<file path="config.mk">
export PLATFORM = sky130hd
export DESIGN_NAME = lsq_seq_ctrl
export DESIGN_NICKNAME = d
export VERILOG_FILES = /design/src/rtl/lsq_seq_ctrl.sv
export SDC_FILE = /design/constraint.sdc
export NUM_CORES = 1
export LEC_CHECK = 0
export CAP_MARGIN = 0
export CORE_UTILIZATION = 37
export CTS_CLUSTER_DIAMETER = 200
export DETAILED_ROUTE_END_ITERATION = 12
export HOLD_SLACK_MARGIN = 0.03
export PLACE_DENSITY_LB_ADDON = 0.15
export SLEW_MARGIN = 20
export SYNTH_ARGS = -nofsm -noshare
export SYNTH_HDL_FRONTEND = slang
export SYNTH_SLANG_ARGS = --single-unit
</file>
<file path="constraint.sdc">
create_clock -name clk -period 3.3 [get_ports clk]
set_input_delay 0.495 -clock clk [delete_from_list [all_inputs] [get_ports clk]]
set_output_delay 0.495 -clock clk [all_outputs]
set_load 0.03 [all_outputs]
</file>
<file path="src/rtl/lsq_seq_ctrl.sv">
// lsq_seq_ctrl: top-level sequencer for the 2x2 least-squares fit datapath.
// Takes a host command with a sample-RAM base address and streams N
// consecutive samples into the XTX/XTY accumulators. It then waits for both
// accumulator results, runs the 2x2 inverter and reports done/err to the host.
// Only address and control are driven here; RAM data goes directly to the
// accumulators.
//
// Optional build macro: LSQ_TIMEOUT_EN
//   defined   : WAIT_ACC / WAIT_INV are bounded by TIMEOUT cycles, and an
//               expired wait ends the command with err=1.
//   undefined : wait states wait indefinitely and err stays 0.
//
// state       | meaning
// ------------+-----------------------------------------------------------
// S_IDLE      | cmd_ready high, waiting for a host command
// S_FETCH     | one RAM read per cycle, base .. base+N-1 (address wraps)
// S_WAIT_ACC  | collecting xtx_valid / xty_valid into sticky flags
// S_INV_START | single-cycle inverter start pulse
// S_WAIT_INV  | waiting for the inverter result
// S_DONE      | one-cycle done pulse, then back to idle

module lsq_seq_ctrl #(
  parameter int N       = 256,
  parameter int ADDR_W  = 10,
  parameter int TIMEOUT = 1023
) (
  input  logic              clk,
  input  logic              rst_n,
  input  logic              cmd_valid,
  output logic              cmd_ready,
  input  logic [ADDR_W-1:0] cmd_base,
  output logic              mem_rd_en,
  output logic [ADDR_W-1:0] mem_addr,
  output logic              acc_start,
  input  logic              xtx_valid,
  input  logic              xty_valid,
  output logic              inv_start,
  input  logic              inv_valid,
  output logic              busy,
  output logic              done,
  output logic              err
);

  // One extra bit lets the fetch counter hold N when N equals 2^ADDR_W.
  localparam int FCNT_W = ADDR_W + 1;

  typedef enum logic [2:0] {
    S_IDLE      = 3'd0,
    S_FETCH     = 3'd1,
    S_WAIT_ACC  = 3'd2,
    S_INV_START = 3'd3,
    S_WAIT_INV  = 3'd4,
    S_DONE      = 3'd5
  } state_t;

  state_t            state;
  state_t            state_d;
  logic [FCNT_W-1:0] fcnt;
  logic [FCNT_W-1:0] fcnt_d;
  logic              xtx_seen;
  logic              xtx_seen_d;
  logic              xty_seen;
  logic              xty_seen_d;

  // Next-cycle values of the registered outputs.
  logic              cmd_ready_d;
  logic              mem_rd_en_d;
  logic [ADDR_W-1:0] mem_addr_d;
  logic              acc_start_d;
  logic              inv_start_d;
  logic              busy_d;
  logic              done_d;
  logic              err_d;

  // High on the last cycle a wait state may spend before it gives up.
  logic              timeout_hit;

`ifdef LSQ_TIMEOUT_EN
  localparam int WCNT_W = $clog2(TIMEOUT + 1);

  logic [WCNT_W-1:0] wcnt;
  logic [WCNT_W-1:0] wcnt_d;

  // Wait counter: restarts at 0 on entry to a wait state and counts while we stay there.
  always_comb begin
    wcnt_d = '0;
    if (((state == S_WAIT_ACC) || (state == S_WAIT_INV)) && (state_d == state)) begin
      wcnt_d = wcnt + 1'b1;
    end
  end

  // Wait counter register.
  always_ff @(posedge clk or negedge rst_n) begin
    if (!rst_n) begin
      wcnt <= '0;
    end else begin
      wcnt <= wcnt_d;
    end
  end

  // The TIMEOUT-th wait cycle is the last one; a valid pulse on it still wins.
  assign timeout_hit = (wcnt == WCNT_W'(TIMEOUT - 1));
`else
  // Without the counter a wait never expires, so TIMEOUT has no effect here.
  assign timeout_hit = (TIMEOUT < 0);
`endif

  // Next-state and next-output logic; outputs are registered from these values.
  always_comb begin
    state_d     = state;
    fcnt_d      = fcnt;
    xtx_seen_d  = xtx_seen;
    xty_seen_d  = xty_seen;
    cmd_ready_d = 1'b0;
    mem_rd_en_d = 1'b0;
    mem_addr_d  = mem_addr;
    acc_start_d = 1'b0;
    inv_start_d = 1'b0;
    busy_d      = 1'b1;
    done_d      = 1'b0;
    err_d       = err;

    unique case (state)
      S_IDLE: begin
        cmd_ready_d = 1'b1;
        busy_d      = 1'b0;
        if (cmd_valid && cmd_ready) begin
          state_d     = S_FETCH;
          cmd_ready_d = 1'b0;
          busy_d      = 1'b1;
          mem_rd_en_d = 1'b1;
          mem_addr_d  = cmd_base;
          acc_start_d = 1'b1;
          fcnt_d      = '0;
          err_d       = 1'b0;
        end
      end

      S_FETCH: begin
        // fcnt is the index of the address being presented this cycle.
        if (fcnt == FCNT_W'(N - 1)) begin
          state_d = S_WAIT_ACC;
        end else begin
          mem_rd_en_d = 1'b1;
          mem_addr_d  = mem_addr + 1'b1;
          fcnt_d      = fcnt + 1'b1;
        end
      end

      S_WAIT_ACC: begin
        // Pulses arriving this cycle count toward the exit decision.
        xtx_seen_d = xtx_seen | xtx_valid;
        xty_seen_d = xty_seen | xty_valid;
        if (xtx_seen_d && xty_seen_d) begin
          state_d     = S_INV_START;
          inv_start_d = 1'b1;
        end else if (timeout_hit) begin
          state_d    = S_DONE;
          done_d     = 1'b1;
          err_d      = 1'b1;
          xtx_seen_d = 1'b0;
          xty_seen_d = 1'b0;
        end
      end

      S_INV_START: begin
        xtx_seen_d = 1'b0;
        xty_seen_d = 1'b0;
        state_d    = S_WAIT_INV;
      end

      S_WAIT_INV: begin
        if (inv_valid) begin
          state_d = S_DONE;
          done_d  = 1'b1;
        end else if (timeout_hit) begin
          state_d = S_DONE;
          done_d  = 1'b1;
          err_d   = 1'b1;
        end
      end

      S_DONE: begin
        state_d     = S_IDLE;
        cmd_ready_d = 1'b1;
        busy_d      = 1'b0;
      end

      default: begin
        state_d     = S_IDLE;
        cmd_ready_d = 1'b1;
        busy_d      = 1'b0;
      end
    endcase
  end

  // State, fetch counter and sticky result flags.
  always_ff @(posedge clk or negedge rst_n) begin
    if (!rst_n) begin
      state    <= S_IDLE;
      fcnt     <= '0;
      xtx_seen <= 1'b0;
      xty_seen <= 1'b0;
    end else begin
      state    <= state_d;
      fcnt     <= fcnt_d;
      xtx_seen <= xtx_seen_d;
      xty_seen <= xty_seen_d;
    end
  end

  // Registered outputs.
  always_ff @(posedge clk or negedge rst_n) begin
    if (!rst_n) begin
      cmd_ready <= 1'b1;
      mem_rd_en <= 1'b0;
      mem_addr  <= '0;
      acc_start <= 1'b0;
      inv_start <= 1'b0;
      busy      <= 1'b0;
      done      <= 1'b0;
      err       <= 1'b0;
    end else begin
      cmd_ready <= cmd_ready_d;
      mem_rd_en <= mem_rd_en_d;
      mem_addr  <= mem_addr_d;
      acc_start <= acc_start_d;
      inv_start <= inv_start_d;
      busy      <= busy_d;
      done      <= done_d;
      err       <= err_d;
    end
  end

endmodule
</file>
==> results.toml <==
[cells_and_area]
drive_above_1_share_pct = 7.84
antenna_cells = 0
area_growth_syn_to_layout_pct = 23.2
final_nets = 221
fin_area_um2 = 2110

[timing]
skew_ns = 0.0102
drv_slew = 0
rsz0062_at_grt = "false"
hold_violations = 0
period_share_pct = 64.7
timing.hold.ws_ns = 0.488
fmax_mhz = 469
period_needed_ns = 2.13
setup_viol = 0
relSlewSlack_pct = 57.5
tightest_slew_ns = 0.637
finalSetupTns_ns = 0

[synthesis]
syn-instance-count = 179
syn_nets = 197
synth_top_family_by_area = "compound AO/OA/AOI/OAI gates"
synth_compound_area_share_pct = 23.2
synth_xor_area_share_pct = 1.53
ys_seq_area_share_pct = 46.8
syn-mean-instance-area_um2 = 9.57
yosys_warnings = 0
synth_seq_cells = 32
yosys.area_share.simple_pct = 18.5
synthArstFlopShare_pct = 100
synth_edf_count = 0
syn_area_um2 = 1710
synth-adder-area-share_pct = 1.46
synth_ff_type = "dfrtp_1"
synthMuxAreaShare_pct = 1.75
ys_types = 42

[status]
outcome = "finished clean"

[grt]
gr-total-overflow = 0
grt_usage_pct = 17.0
grt_max_degree = 33
grt_pass1_vias = 1444
grt_antenna_before_repair = 0
grt_pass1_wl_um = 6690

[power_and_ir_drop]
power.share.sequential_pct = 52.0
ir_worst_vdd_mv = 0.160
internal_power_mw = 0.599
cellPowerDensity_nw_per_um2 = 357
pwr-share-clk_pct = 44.1
power.switching_mw = 0.155
combPwrFrac_pct = 3.9
p_sw_share_pct = 20.5
leakagePower_nw = 0.842

[worst_setup_path]
r2r_cells = 6
critical-path-max-stage-delay_ns = 0.40
reg2reg_slack_ns = 1.17
cp_slowest_cell = "and4_4"
rr_startpoint = "fcnt[0]$_DFFE_PN0P_"
crit_arrival_ns = 2.34
required_ns = 3.50
path_delay_family = "simple AND/OR/NAND/NOR gates"
end_kind = "register"
cp_cell_sequence = "ha_1 -> and3_1 -> and4_4 -> or2_0 -> inv_2 -> a2bb2oi_1"
critPathKind = "reg -> reg"
cp-start-kind = "register"
r2r_end = "mem_addr[2]$_DFFE_PN0P_"
path_buf_inv = 1
cp_max_fo = 17

[hold_path]
min_to = "fcnt[6]$_DFFE_PN0P_"
hold_class = "reg -> reg"
min-delay-start = "fcnt[6]$_DFFE_PN0P_"
holdPathStages = 1

[clock_network]
ctsHtreeMaxLevel = 2
worst_skew_pair.late_latency_ns = 0.28
hold_buffers = 0
numCtsBuffers = 5
cts.clk_slew.worst_paths_ns = 0.07
cts_setup_buffers = 0
post_cts_resized = 0
clockBufferDepth = 2
cts_tree = "done"
clk_root_buffer_cell = "clkbuf_8"
clock_sinks = 32

[floorplan]
dieArea_um2 = 4910
die_w_um = 70.0
core_area_um2 = 4410
die_y_um = 70.0
io_pins = 33
rows = 24
floorplan.initialDensity_pct = 38.8

[routing]
ant_nets = 0
viasPerCell = 5.77
routedWlPerCell_um = 14.7
firstDrtPassIters = 4
drt_iter0_markers = 119
totalWireLength_um = 3760
num_vias = 1478
drc = 0

[placed_design]
dpl.hpwl_um = 2490
dpl-instance-area_um2 = 2010
gp_congestion = 0.744
io_buffers = 31

[flow_run]
max-cap-violations = 0
==> cell families after synthesis <==
kind of cell               Yosys count
AOI/OAI and AO/OA                   60
xor gates and xnor gates             3
adders and majority gates            2
buffers and inverters               19
DFF                                 32
muxes                                3
other                                1
and+or+nand+nor                     59
==> area by class of cell <==
class | instances | area [µm²]
Sequential cell | 32 | 802
Multi-Input combinational cell | 128 | 803
Clock buffer | 8 | 100
Timing Repair Buffer | 34 | 333
Tap cell | 52 | 65.1
Inverter | 2 | 7.51
Fill cell | 408 | 2300
==> worst max path at each step <==
| stage | cells past startpoint | slack [ns] | to | from |
|---|---|---|---|---|
| 4_1_cts | 6 | 1.17 | fcnt[5]$_DFFE_PN0P_ | cmd_valid |
| 3_3_place_gp | 6 | 0.86 | fcnt[5]$_DFFE_PN0P_ | cmd_valid |
| 2_1_floorplan | 8 | 1.31 | fcnt[5]$_DFFE_PN0P_ | fcnt[0]$_DFFE_PN0P_ |
| 3_5_place_dp | 6 | 0.85 | fcnt[5]$_DFFE_PN0P_ | cmd_valid |
| 5_1_grt | 6 | 0.97 | mem_addr[2]$_DFFE_PN0P_ | fcnt[0]$_DFFE_PN0P_ |
| 6_report | 6 | 1.17 | mem_addr[2]$_DFFE_PN0P_ | fcnt[0]$_DFFE_PN0P_ |
==> per-layer routing <==
layer / vias up / share of wire [%] / GRT usage [%]
li1: 716 / - / -
met2: 38 / 46 / 25.6
met4: 0 / 1.6 / 5.78
met5: - / 0 / 0
met1: 718 / 48 / 23.0
met3: 6 / 4.6 / 5.34
==> worst reg2reg max path: stages (launching register included) <==
cell,delay (ns)
dfrtp_1,0.38
ha_1,0.24
and3_1,0.31
and4_4,0.40
or2_0,0.37
inv_2,0.17
a2bb2oi_1,0.19
==> stage by stage <==
| step | std cells | util, % | setup WS, ns | power [mW] |
|---|---|---|---|---|
| floorplan | 179 | - | 1.31 | 0.403 |
| global placement | 248 | 45.5 | 0.860 | 0.429 |
| detailed placement | 248 | 45.5 | 0.854 | 0.430 |
| CTS | 256 | 47.8 | 1.17 | 0.762 |
| global route | 256 | 47.8 | 0.975 | 0.777 |
| finish | 256 | 47.8 | 1.17 | 0.754 |
==> layout by cell type (no fill, tap or decap), drive strengths merged <==
cell / instances
a211oi: 1
a21oi: 12
a221o: 1
a22o: 3
a2bb2oi: 7
a31oi: 4
a32oi: 1
a41oi: 2
and2: 1
and3: 5
and4: 4
buf: 3
clkbuf: 8
clkdlybuf4s50: 31
conb: 1
dfrtp: 31
dfstp: 1
ha: 2
inv: 2
mux2i: 3
nand2: 12
nand3: 6
nand4: 5
nor2: 9
nor2b: 2
nor3: 8
nor3b: 2
nor4: 1
o21ai: 17
o22ai: 2
o31ai: 9
o41ai: 1
or2: 2
or3: 1
or3b: 1
xnor2: 2
xor2: 1
==> registers in the layout, indices dropped and copies added, names as in the netlist <==
register   flops
acc_start      1
busy           1
done           1
state          3
cmd_ready      1
fcnt          11
inv_start      1
xty_seen       1
mem_addr      10
mem_rd_en      1
xtx_seen       1
==> cell usage after synthesis (2+ instances only) <==
cell type / count / area, µm²
nand2_1: 12 / 45.0
nor3b_1: 2 / 15.0
clkbuf_1: 6 / 22.5
nand3_1: 6 / 30.0
dfrtp_1: 31 / 776
and3_1: 5 / 31.3
o31ai_1: 9 / 67.6
xnor2_1: 2 / 17.5
o21ai_0: 17 / 85.1
buf_6: 4 / 45.0
ha_1: 2 / 25.0
nor3_1: 8 / 40.0
nand4_1: 5 / 31.3
a21oi_1: 12 / 60.1
nor2_1: 9 / 33.8
mux2i_1: 3 / 30.0
a2bb2oi_1: 7 / 61.3
a41oi_1: 2 / 17.5
nor2b_1: 2 / 12.5
a31oi_1: 3 / 18.8
and4_1: 3 / 26.3
a22o_1: 3 / 26.3
o22ai_1: 2 / 12.5
buf_2: 6 / 30.0
==> power groups by stage <==
stage	clock network, mW	registers, mW	logic (mW)
global placement	0	0.400	0.0297
CTS	0.339	0.392	0.0305
detailed placement	0	0.400	0.0302
finish	0.332	0.392	0.0297
global route	0.352	0.392	0.0329
floorplan	0	0.400	0.00351
Power figures use the tool's default switching activity.
